$ cat src/rtl/invader_fleet.sv
// Invader formation owner: once per frame scans every slot against the laser,
// kills at most one invader, then advances the march or respawns the wave.
module invader_fleet #(
    parameter int ROWS            = 4,
    parameter int COLS            = 8,
    parameter int INV_W           = 16,
    parameter int INV_H           = 16,
    parameter int SPACING_X       = 32,
    parameter int SPACING_Y       = 24,
    parameter int START_X         = 64,
    parameter int START_Y         = 48,
    parameter int STEP_X          = 2,
    parameter int STEP_DOWN       = 8,
    parameter int X_MIN           = 16,
    parameter int X_MAX           = 624,
    parameter int BOTTOM_Y        = 400,
    parameter int FRAMES_PER_STEP = 4
) (
    input  logic                 clk,
    input  logic                 arst,
    input  logic                 frame,
    input  logic                 laser_active,
    input  logic [9:0]           laser_x,
    input  logic [9:0]           laser_y,
    output logic                 invader_collision,
    output logic                 wave_cleared,
    output logic                 reached_bottom,
    output logic [9:0]           fleet_x,
    output logic [9:0]           fleet_y,
    output logic [ROWS*COLS-1:0] alive
);
    localparam int N  = ROWS * COLS;
    localparam int IW = (N > 1) ? $clog2(N) : 1;
    localparam int RW = (ROWS > 1) ? $clog2(ROWS) : 1;
    localparam int CW = (COLS > 1) ? $clog2(COLS) : 1;
    localparam int SW = (FRAMES_PER_STEP > 1) ? $clog2(FRAMES_PER_STEP) : 1;

    localparam logic [10:0] SX11   = 11'(SPACING_X);
    localparam logic [10:0] SY11   = 11'(SPACING_Y);
    localparam logic [10:0] W11    = 11'(INV_W);
    localparam logic [10:0] H11    = 11'(INV_H);
    localparam logic [10:0] STX11  = 11'(STEP_X);
    localparam logic [10:0] XMIN11 = 11'(X_MIN);
    localparam logic [10:0] XMAX11 = 11'(X_MAX);
    localparam logic [10:0] BOT11  = 11'(BOTTOM_Y);

    typedef enum logic [1:0] {IDLE, SCAN, MOVE} state_t;
    state_t state_reg, state_next;

    logic [N-1:0]    alive_reg;
    logic [9:0]      fx_reg, fy_reg, lx_reg, ly_reg;
    logic            la_reg, dir_left_reg, coll_reg, rb_reg;
    logic [RW-1:0]   row_reg;
    logic [CW-1:0]   col_reg;
    logic [SW-1:0]   step_reg;
    logic [IW-1:0]   idx;
    logic [10:0]     fx11, fy11, lx11, ly11, bx, by;
    logic            hit, last, scan_en, move_en, edge_hit, bottom_now;
    logic [COLS-1:0] col_alive;
    logic [ROWS-1:0] row_alive;
    logic [CW-1:0]   l_col, r_col;
    logic [RW-1:0]   b_row;

    assign fx11 = {1'b0, fx_reg};
    assign fy11 = {1'b0, fy_reg};
    assign lx11 = {1'b0, lx_reg};
    assign ly11 = {1'b0, ly_reg};
    assign idx  = IW'(row_reg) * IW'(COLS) + IW'(col_reg);
    assign last = (row_reg == RW'(ROWS - 1)) && (col_reg == CW'(COLS - 1));

    always_comb begin
        bx  = fx11 + 11'(col_reg) * SX11;
        by  = fy11 + 11'(row_reg) * SY11;
        hit = la_reg && alive_reg[idx] && (lx11 >= bx) && (lx11 < bx + W11)
              && (ly11 >= by) && (ly11 < by + H11);
    end

    // Occupancy per column/row drives the march extents and the invasion line.
    genvar gi;
    generate
        for (gi = 0; gi < COLS; gi++) begin : g_col
            logic any;
            always_comb begin
                any = 1'b0;
                for (int r = 0; r < ROWS; r++) any = any | alive_reg[r*COLS+gi];
            end
            assign col_alive[gi] = any;
        end
        for (gi = 0; gi < ROWS; gi++) begin : g_row
            assign row_alive[gi] = |alive_reg[gi*COLS +: COLS];
        end
    endgenerate

    always_comb begin
        l_col = '0;
        r_col = '0;
        b_row = '0;
        for (int c = COLS - 1; c >= 0; c--) if (col_alive[c]) l_col = CW'(c);
        for (int c = 0; c < COLS; c++)      if (col_alive[c]) r_col = CW'(c);
        for (int r = 0; r < ROWS; r++)      if (row_alive[r]) b_row = RW'(r);
    end

    always_comb begin
        if (dir_left_reg) edge_hit = (fx11 + 11'(l_col) * SX11) < (XMIN11 + STX11);
        else              edge_hit = (fx11 + 11'(r_col) * SX11 + W11 + STX11) > XMAX11;
        bottom_now = (|alive_reg) && ((fy11 + 11'(b_row) * SY11 + H11) >= BOT11);
    end

    always_ff @(posedge clk or posedge arst) begin
        if (arst) state_reg <= IDLE;
        else      state_reg <= state_next;
    end

    always_comb begin
        state_next = state_reg;
        case (state_reg)
            IDLE:    if (frame) state_next = SCAN;
            SCAN:    if (hit || last) state_next = MOVE;
            MOVE:    state_next = IDLE;
            default: state_next = IDLE;
        endcase
    end

    always_comb begin
        scan_en      = 1'b0;
        move_en      = 1'b0;
        wave_cleared = 1'b0;
        case (state_reg)
            SCAN: scan_en = 1'b1;
            MOVE: begin
                move_en      = 1'b1;
                wave_cleared = ~|alive_reg;
            end
            default: ;
        endcase
    end

    always_ff @(posedge clk or posedge arst) begin
        if (arst) begin
            alive_reg    <= '1;
            fx_reg       <= 10'(START_X);
            fy_reg       <= 10'(START_Y);
            dir_left_reg <= 1'b0;
            step_reg     <= '0;
            row_reg      <= '0;
            col_reg      <= '0;
            la_reg       <= 1'b0;
            lx_reg       <= '0;
            ly_reg       <= '0;
            coll_reg     <= 1'b0;
            rb_reg       <= 1'b0;
        end else begin
            coll_reg <= scan_en && hit;
            rb_reg   <= rb_reg | bottom_now;
            if (state_reg == IDLE && frame) begin
                la_reg  <= laser_active;
                lx_reg  <= laser_x;
                ly_reg  <= laser_y;
                row_reg <= '0;
                col_reg <= '0;
            end
            if (scan_en) begin
                if (hit) begin
                    alive_reg[idx] <= 1'b0;
                end else if (col_reg == CW'(COLS - 1)) begin
                    col_reg <= '0;
                    row_reg <= row_reg + RW'(1);
                end else begin
                    col_reg <= col_reg + CW'(1);
                end
            end
            if (move_en) begin
                if (~|alive_reg) begin
                    alive_reg    <= '1;
                    fx_reg       <= 10'(START_X);
                    fy_reg       <= 10'(START_Y);
                    dir_left_reg <= 1'b0;
                    step_reg     <= '0;
                end else if (!rb_reg) begin
                    if (step_reg == SW'(FRAMES_PER_STEP - 1)) begin
                        step_reg <= '0;
                        if (edge_hit) begin
                            fy_reg       <= fy_reg + 10'(STEP_DOWN);
                            dir_left_reg <= !dir_left_reg;
                        end else if (dir_left_reg) begin
                            fx_reg <= fx_reg - 10'(STEP_X);
                        end else begin
                            fx_reg <= fx_reg + 10'(STEP_X);
                        end
                    end else begin
                        step_reg <= step_reg + SW'(1);
                    end
                end
            end
        end
    end

    assign invader_collision = coll_reg;
    assign reached_bottom    = rb_reg;
    assign fleet_x           = fx_reg;
    assign fleet_y           = fy_reg;
    assign alive             = alive_reg;
endmodule

$ cat config.mk
export PLATFORM = sky130hd
export DESIGN_NAME = invader_fleet
export DESIGN_NICKNAME = d
export VERILOG_FILES = /design/src/rtl/invader_fleet.sv
export SDC_FILE = /design/constraint.sdc
export NUM_CORES = 1
export LEC_CHECK = 0
export BUFFER_PORTS_ARGS = -buffer_cell sky130_fd_sc_hd__buf_2
export CORE_ASPECT_RATIO = 1.75
export CORE_MARGIN = 2
export CORE_UTILIZATION = 45
export DETAILED_ROUTE_END_ITERATION = 16
export PLACE_DENSITY = 0.71
export SETUP_SLACK_MARGIN = 0.02
export SYNTH_ARGS = -nofsm -noshare
export SYNTH_HDL_FRONTEND = slang
export SYNTH_SLANG_ARGS = --single-unit
$ cat constraint.sdc
create_clock -name clk -period 12.2 [get_ports clk]
set_clock_uncertainty 0.1 [all_clocks]
set_input_delay 0.61 -clock clk [delete_from_list [all_inputs] [get_ports clk]]
set_output_delay 0.61 -clock clk [all_outputs]
set_load 0.05 [all_outputs]
Word-level counts from Yosys, hierarchy flattened. Cells that the tools add are included.

Register bits: 85. Bits of input ports: 24. Output and inout bits: 55. Logic and storage cells: 158.

Add/subtract/negate cells: 17. $mul: 2. Order comparisons: 9. Equality and inequality tests: 11. Muxes and demuxes: 57. Bitwise logic cells: 27. Reduce and logical (&&, ||, !) cells: 22.

Operator list (number): $mux W32 (4); $mux W10 (9); $mux W3 (18); $add A11 B5 Y11 const B (4); $add A10 B8 Y11 (3); $and A32 B32 Y32 (1); $not A32 Y32 (1); $reduce_or A32 Y1 (1); $or A1 B1 Y1 (25); $reduce_or A8 Y1 (3); $add A10 B7 Y11 (2); $ge A10 B11 Y1 (2); $lt A10 B11 Y1 (2); $mux W2 (11); $mux W1 (12); $add A11 B2 Y11 const B (1); $ge A11 B9 Y1 const B (1); $gt A11 B10 Y1 const B (1); $lt A11 B5 Y1 const B (1); $add A10 B2 Y10 const B (1); $add A10 B4 Y10 const B (1); $logic_and A1 B1 Y1 (10); $ne A2 B2 Y1 const B (5); $sub A10 B2 Y10 const B (1); 18 further kinds (25).

Logic depth before layout (Yosys ltp). Gate-level depths: netlist (run 1).

Depth after elaboration: 19. Mapped depth: 19. Gate-level depth less buffers: 18.

Least setup slack after synthesis (run 1). Ideal clock, no wire load.

Kind: register -> register. Start: reg fx_reg[5] (netlist: fleet_x[5]). End: reg alive_reg[11] (netlist: alive[11]). Library setup time: 93 ps. Arrival time: 4056 ps. Required time: 12007 ps. Slack: 7951 ps. Stages on the path, launching flop included: 17. Buffers on the path: 1. Clock period less this slack: 4249 ps. Path through: dfrtp_1 > ha_1 > inv_1 > fa_1 > or3_1 > nor3_1 > xnor2_1 > ha_1 > a211oi_1 > o211ai_1 > a41oi_1 > a311oi_1 > or4_1 > or2_4 > nor2_8 > buf_6 > a31oi_1.

Word-level cells in the longest chain between the ends: 10. Elaborated cells on any way between the ends: 12. Classes of those cells: 2 x add/sub; 2 x order compare; 4 x mux; 4 x reduce/logical.

Ends and longest elaborated chain: start, declared (line 51) `logic [9:0] fx_reg, fy_reg, lx_reg, ly_reg;`; start signal, assigned (line 141) `fx_reg <= 10'(START_X);`; start signal, assigned (line 175) `fx_reg <= 10'(START_X);`; start signal, assigned (line 186) `fx_reg <= fx_reg - 10'(STEP_X);`; $add A10 B8 Y11 (*) (line 72) `bx = fx11 + 11'(col_reg) * SX11;`; $add A11 B5 Y11 / $ge A10 B11 Y1 (equally long branches) (line 74) `hit = la_reg && alive_reg[idx] && (lx11 >= bx) && (lx11 < bx + W11)`; $lt A10 B11 Y1 / $logic_and A1 B1 Y1 (equally long branches) (line 74); $logic_and A1 B1 Y1 (*) (line 74); $logic_and A1 B1 Y1 (*) (2 in series) (line 75) `&& (ly11 >= by) && (ly11 < by + H11);`; $mux W32 (*) (line 163) `if (hit) begin`; $mux W32 (*) (line 162) `if (scan_en) begin`; $mux W32 (line 173) `if (~|alive_reg) begin`; $mux W32 (*) (line 172) `if (move_en) begin`; end signal, assigned (line 140) `alive_reg <= '1;`; end signal, assigned by index (line 164) `alive_reg[idx] <= 1'b0;`; end signal, assigned (line 174) `alive_reg <= '1;`; end, declared (line 50) `logic [N-1:0] alive_reg;`.

Mark *: on every way between the ends. The rest lies on a longest branch, timed or not. A chain may end at the register's enable or synchronous reset.

Final worst setup path (run 1).
Start: reg row_reg[0]. End: reg alive_reg[16] (netlist: alive[16]).

Word-level cells in the longest chain between the ends: 12. Elaborated cells on any way between the ends: 24. Classes of those cells: 3 x add/sub; 1 x mul; 4 x order compare; 8 x mux; 2 x bitwise; 6 x reduce/logical.

Ends and longest elaborated chain: start, declared (line 53) `logic [RW-1:0] row_reg;`; start signal, assigned (line 167) `row_reg <= row_reg + RW'(1);`; branches (longest 8 deep; another with $add A10 B7 Y11); $mux W32 (*) (line 163); $mux W32 (*) (line 162); $mux W32 (line 173); $mux W32 (*) (line 172).

Mark *: on every way between the ends. The select of a mux whose other input is x is not followed.

==> impl_metrics.ini, run 1 <==
[logic_synthesis]
synth_top_area_share_pct = 17.65
postSynthAreaPerCell_um2 = 9.037
ys.flop_type = dfrtp_1
yosys_warnings = 0
synth_fa_ha_area_share_pct = 17.23
synth_most_common_cell = nand2_1
synth_edf_count = 0
synthSimpleGateAreaFrac_pct = 19.10
synth_xor_area_share_pct = 3.971
yosysSeqAreaShare_pct = 33.09
yosys.area.top_type = dfrtp_1
synth_area_um2 = 5956
synth_mux_area_share_pct = 4.496
synth_top_family_by_area = simple AND/OR/NAND/NOR gates
syn_inst = 659
synthArstFlopShare_pct = 100.0
synthTopCellsByArea = dfrtp_1 18%, ha_1 16%, dfstp_2 15%
synth_compound_gate_area_share_pct = 16.74
yosysUniqueCellTypes = 69
ys_seq_elements = 77
ys_top_cells_by_count = 92 x nand2_1, 74 x ha_1, 56 x nor2_1

[hold_path]
min-delay-start = laser_x[4]
hold_path_depth = 3
hold_path_class = in2reg

[cells_and_area]
fillCellCount = 1277
fin_nets = 817
syn2layout_area_growth_pct = 12.69
largest_reg_flops = 32
n_antenna_cell = 0
drive_above_1_share_pct = 19.19

[setup_path]
crit_required_ns = 12.33
worst_setup_path_start_kind = flip-flop
cp_top_family = simple AND/OR/NAND/NOR gates
worstSetupPathDepth = 18
worstSetupStartpoint = row_reg[0]$_DFF_PP0_
path_cells = inv_1, ha_1, inv_1, fa_1, nand2b_1, a21oi_1, xnor2_1, inv_1, nor3_1, xor2_1, ha_1, o211ai_1, a21o_1, a32oi_1, or4_1, or2_4, nor2_8, a31oi_1
cpMostUsedCell = inv_1
crit_buf_inv = 3
worstPathArrival_ns = 4.86
crit_type = reg2reg
cp_max_fo = 33
slowest_delay_ns = 0.51
r2r-start = row_reg[0]$_DFF_PP0_
r2r_cells = 18
cp_slowest_cell = or4_1
endpoint_kind = flip-flop

[global_route]
grt_pass1_wl_um = 26820
grt_pass1_vias = 5297
track_usage_pct = 23.78
overflow = 0
grt_max_degree = 78
antenna_found_initial = 0

[clock_tree]
clk_path_buf_depth = 2
post_cts_buffers = 0
cts_resized = 0
cts-buffers-inserted = 9
cts_root_buffer = clkbuf_16
htreeDepth = 3
clock-sinks = 77
cts_hold_buf = 0
clk_pin_slew_ns = 0.06
clock_latency_ns = 0.34
cts_tree = yes

[detailed_routing]
drt_iter0_drc = 348
routed-wl-met3_um = 837
drc = 0
ant_nets = 0
wl_met1_um = 6053
viasPerCell = 5.904
dr.pass1.iters = 6
vias = 5255
route.met2.wl_um = 8731
wirelength_um = 16340
top_layer = met4
wire_per_inst_um = 18.35

[pwr]
p_leak_nw = 3.023
vdd_drop_max_uv = 120.7
powerDensity_nw_per_um2 = 178.3

[sta]
rsz0062_at_grt = no
setup_tns_ns = 0
slew_violations = 0
finalCritPeriodShare_pct = 38.79
setup_violations = 0
worst_pin_slew_ns = 1.003
period_needed_ns = 4.732
hold_viol = 0
maxClockFrequency_ghz = 0.2113
slew-limit-headroom_pct = 33.15
hold_ws_ns = 0.3610

[placed_design]
port_buffers = 70
dp_hpwl_um = 12420
place.gp.congestion = 0.9185

[die]
core_um2 = 12940
initial_core_util_pct = 46.03
die_x_um = 90.97
design.die.area_um2 = 14210
core.rowCount = 55
num_io_pins = 79
die_y_um = 156.2

[status]
status = finished, final reports clean

[job]
drv_cap = 0
area by class of cell:
type / instances / area (um^2) / area share (%)
Clock inverter: 6 / 92.59 / 1.380
Inverter: 39 / 146.4 / 2.181
Clock buffer: 10 / 250.2 / 3.729
Sequential cell: 77 / 1971 / 29.36
Multi-Input combinational cell: 516 / 3680 / 54.83
Timing Repair Buffer: 71 / 357.8 / 5.332
Tap cell: 171 / 214.0 / 3.188
kinds of logic (layout without fill, tap and decap cells):
group           after synthesis  after routing
fa+ha+maj                    79             79
mux                          19             19
simple gates                237            237
compound gates              150            150
buf+inv                      69            126
other cells                   1              4
flops                        77             77
xor+xnor                     27             27
where the power goes:
part           internal (mW)  switching, mW
clock network          0.193          0.114
registers              0.314         0.0737
logic                  0.200          0.303
total                  0.707          0.490
per-layer routing:
layer	vias up	track usage, %
met5	-	0
met4	0	11.54
met3	44	3.527
met2	187	44.55
met1	2564	25.80
li1	2460	-
cell usage in the layout (no fill, tap or decap), types with 6 or more instances in the layout:
master,n
buf_2,70
clkbuf_16,10
dfrtp_1,42
o211ai_1,8
nand2b_1,9
and2_1,7
mux2i_1,11
a22o_1,8
o21ai_0,22
nor2b_1,11
ha_1,74
a211oi_1,6
a31oi_1,34
a21o_1,8
xor2_1,14
nor3_1,13
inv_1,37
nand3_1,9
dfstp_2,35
nor4_1,9
nor2_1,56
or4_1,11
a21oi_1,28
nand2_1,92
xnor2_1,13
mux4_2,6
worst register-to-register path: stages (launching register included):
cell and delay (ns):
dfrtp_1 0.50, inv_1 0.18, ha_1 0.35, inv_1 0.07
fa_1 0.42, nand2b_1 0.16, a21oi_1 0.21, xnor2_1 0.19
inv_1 0.12, nor3_1 0.23, xor2_1 0.17, ha_1 0.26
o211ai_1 0.10, a21o_1 0.12, a32oi_1 0.07, or4_1 0.51
or2_4 0.28, nor2_8 0.40, a31oi_1 0.18
final timing paths:
path                                                end  slack (ns)
worst max-delay path                alive[16]$_DFF_PP1_        7.47
worst min-delay path              lx_reg[4]$_DFFE_PP0P_        0.36
worst max register to register      alive[16]$_DFF_PP1_        7.47
worst min register to register       la_reg$_DFFE_PP0P_        0.38
max in group asynchronous       step_reg[1]$_DFFE_PP0P_       10.86
min in group asynchronous         ly_reg[6]$_DFFE_PP0P_        0.47
through the flow:
stage	util [%]	std cells	worst slack (ns)	total power [mW]	instance area (um^2)
after global placement	49.23	874	7.570	0.8660	6369
after global routing	51.88	890	7.034	1.291	6711
after detailed placement	49.23	874	7.478	0.8953	6369
after CTS	51.88	890	7.453	1.204	6711
final	51.88	890	7.468	1.197	6711
after floorplan	-	662	7.951	0.7670	5967
Note: power is estimated with default switching activity, not from simulation.
==> run 2, diff against run 1 <==
--- a/config.mk
+++ b/config.mk
@@ -5,12 +5,13 @@
 export SDC_FILE = /design/constraint.sdc
 export NUM_CORES = 1
 export LEC_CHECK = 0
+export ABC_AREA = 1
 export BUFFER_PORTS_ARGS = -buffer_cell sky130_fd_sc_hd__buf_2
 export CORE_ASPECT_RATIO = 1.75
 export CORE_MARGIN = 2
 export CORE_UTILIZATION = 45
 export DETAILED_ROUTE_END_ITERATION = 16
-export PLACE_DENSITY = 0.71
+export PLACE_DENSITY = 0.7
 export SETUP_SLACK_MARGIN = 0.02
 export SYNTH_ARGS = -nofsm -noshare
 export SYNTH_HDL_FRONTEND = slang
==> constraint.sdc (replaced) <==
create_clock -name clk -period 4.68 [get_ports clk]
set_clock_uncertainty 0.1 [all_clocks]
set_input_delay 0.234 -clock clk [delete_from_list [all_inputs] [get_ports clk]]
set_output_delay 0.234 -clock clk [all_outputs]
set_load 0.05 [all_outputs]
==> run 2 against run 1 <==
Critical path depth up 3. Total power grew to 2.8 times the previous value. Global-route usage down 0.40 points. Count of clock-buffer cells in the layout down 1. Utilization decreased by 0.27 points. Flip-flop and latch count unchanged. Fmax is 15% higher. Sequential share of layout area is 2.7 points lower. Die area is 9.9% higher. Combinational power increased to 3.4 times the previous value. Synthesized area grew 10%. Synthesized cell count is 38% higher.
==> impl_metrics.ini, run 2 <==
[pwr]
p_leak_nw = 3.912
vdd_drop_max_uv = 234.6
combPwrFrac_pct = 50.5
p_sw_mw = 1.607
power_mw = 3.352
p_seq_share_pct = 29.4
swShare_pct = 47.95
pwr-share-clk_pct = 20.1
powerDensity_nw_per_um2 = 454.3
p_int_mw = 1.745

[sta]
slew_violations = 0
maxClockFrequency_ghz = 0.2420
rsz0062_at_grt = no
finalCritPeriodShare_pct = 88.29
hold_viol = 0
setup_violations = 0
slew-limit-headroom_pct = 37.89
setup_slack_ns = 0.5482
worst_pin_slew_ns = 0.9306
hold_ws_ns = 0.004921
setup_tns_ns = 0
period_needed_ns = 4.132

[global_route]
track_usage_pct = 23.38
grt_pass1_wl_um = 28430
overflow = 0
grt_max_degree = 41
grt_pass1_vias = 5976
antenna_found_initial = 0

[cells_and_area]
fin_cells = 1168
syn2layout_area_growth_pct = 12.30
layout_commonest_cell = nand2_1
n_antenna_cell = 0
largest_reg_flops = 32
drive_above_1_share_pct = 15.89
finalInstanceArea_um2 = 7378
fin_nets = 1086
final_util_pct = 51.61
ff_latch_area_um2 = 1971
multi_input_area_um2 = 3940
final_cell_mix = 293 x nand2_1, 107 x inv_1, 74 x ha_1
fillCellCount = 1460

[detailed_routing]
drc = 0
viasPerCell = 5.224
drt_iter0_drc = 232
dr.pass1.iters = 5
ant_nets = 0
wire_per_inst_um = 14.70
wirelength_um = 17170
vias = 6102

[setup_path]
cp_slowest_cell = dfrtp_1
crit_required_ns = 4.82
slowest_delay_ns = 0.44
worstSetupStartpoint = row_reg[0]$_DFF_PP0_
crit_buf_inv = 4
cpMostUsedCell = nand2_1
cp_top_family = adder cells
crit_type = reg2reg
endpoint_kind = flip-flop
path_cells = inv_1, ha_1, inv_1, fa_1, xnor2_1, ha_1, nand3_1, nor2_1, xor2_1, ha_1, nand2_1, inv_1, nand2_1, nand3_1, nand2_1, nand2_1, nand2_2, buf_4, nand4_1, nand2_1, nand2_1
r2r-start = row_reg[0]$_DFF_PP0_
cp_max_fo = 17
worstPathArrival_ns = 4.28
worst_setup_path_start_kind = flip-flop

[placed_design]
dp_hpwl_um = 13580
place.gp.congestion = 0.9931
dpl_cell_area_um2 = 6959
port_buffers = 70
dp.cells = 1138
pre_cts_ws_ns = 0.5596

[clock_tree]
cts-buffers-inserted = 9
htreeDepth = 3
clock-sinks = 77
clock_latency_ns = 0.35
cts_root_buffer = clkbuf_16
clk_pin_slew_ns = 0.06
cts_tree = yes
clk_path_buf_depth = 2
cts_resized = 0

[job]
drv_cap = 0

[logic_synthesis]
yosysUniqueCellTypes = 45
synthTopCellsByArea = nand2_1 17%, dfrtp_1 16%, ha_1 14%
yosys_warnings = 0
synth_area_um2 = 6570
ys_seq_elements = 77
synthArstFlopShare_pct = 100.0
synth_top_area_share_pct = 16.74
yosys.area.top_type = nand2_1
synth_most_common_cell = nand2_1
postSynthAreaPerCell_um2 = 7.220
syn_inst = 910
ys.flop_type = dfrtp_1
ys_top_cells_by_count = 293 x nand2_1, 108 x inv_1, 74 x ha_1
yosysSeqAreaShare_pct = 29.99
synth_edf_count = 0

[die]
design.die.area_um2 = 15620
die_x_um = 95.34
num_io_pins = 79
core_um2 = 14300
initial_core_util_pct = 45.96
core.rowCount = 58
die_y_um = 163.8

[hold_path]
hold_path_class = in2reg
min-delay-start = laser_active

[status]
status = finished, final reports clean
[run 2: cell count changes after synthesis, moves of 17 or more]
cell,change
nand2_1,+201
inv_1,+70
nand3_1,+48
nand4_1,+46
o21ai_1,+17
a31oi_1,-33
[run 2: final timing paths]
kind / depth (start not counted) / end / slack [ns]
max: 21 / alive[2]$_DFF_PP1_ / 0.55
min: 3 / la_reg$_DFFE_PP0P_ / 0.005
max reg2reg: 21 / alive[2]$_DFF_PP1_ / 0.55
min reg2reg: 2 / alive[15]$_DFF_PP1_ / 0.39
max in group asynchronous: 4 / alive[25]$_DFF_PP1_ / 2.97
min in group asynchronous: 3 / reached_bottom$_DFF_PP0_ / 0.49
[run 2: layer usage]
metal | GRT usage [%] | wire (um)
met5 | 0 | 0
met4 | 12.78 | 901
met3 | 3.211 | 535
met2 | 45.17 | 9457
met1 | 23.00 | 6270
[run 2: timing repair]
action,CTS,global route
endpoints found under the hold margin,46,0
hold buffers,14,0
buffers inserted,0,0
[run 2: tightest hold or removal path: cells and delay by family]
kind,cells,cell delay [ns]
buffers and inverters,1,0.07
AND/OR/NAND/NOR,2,0.11
[run 2: cell families (layout without fill, tap and decap cells)]
| group | Yosys count | after routing | synth area share [%] |
|---|---|---|---|
| AO/OA/AOI/OAI | 80 | 80 | 6.970 |
| XOR/XNOR | 22 | 22 | 3.161 |
| adder cells (fa/ha/maj) | 79 | 79 | 15.62 |
| buffers and inverters | 146 | 221 | 10.25 |
| flip-flops | 77 | 77 | 29.99 |
| other | 1 | 4 | 0.05708 |
| AND/OR/NAND/NOR | 505 | 505 | 33.96 |
[run 2: power groups by stage]
stage / combinational, mW / sequential [mW] / clock, mW
floorplan: 1.30 / 1.06 / 0
global placement: 1.65 / 0.995 / 0
detailed placement: 1.68 / 0.998 / 0
CTS: 1.70 / 0.987 / 0.688
global route: 1.93 / 1.00 / 0.711
finish: 1.69 / 0.986 / 0.674
[run 2: cell type report]
cell class | instances | share of cell area (%)
sequential | 77 | 26.71
clock inverter | 7 | 0.7292
clock buffer | 9 | 3.052
tap | 180 | 3.052
inverter | 116 | 5.901
multi-input combinational | 690 | 53.40
timing repair buffer | 89 | 7.156
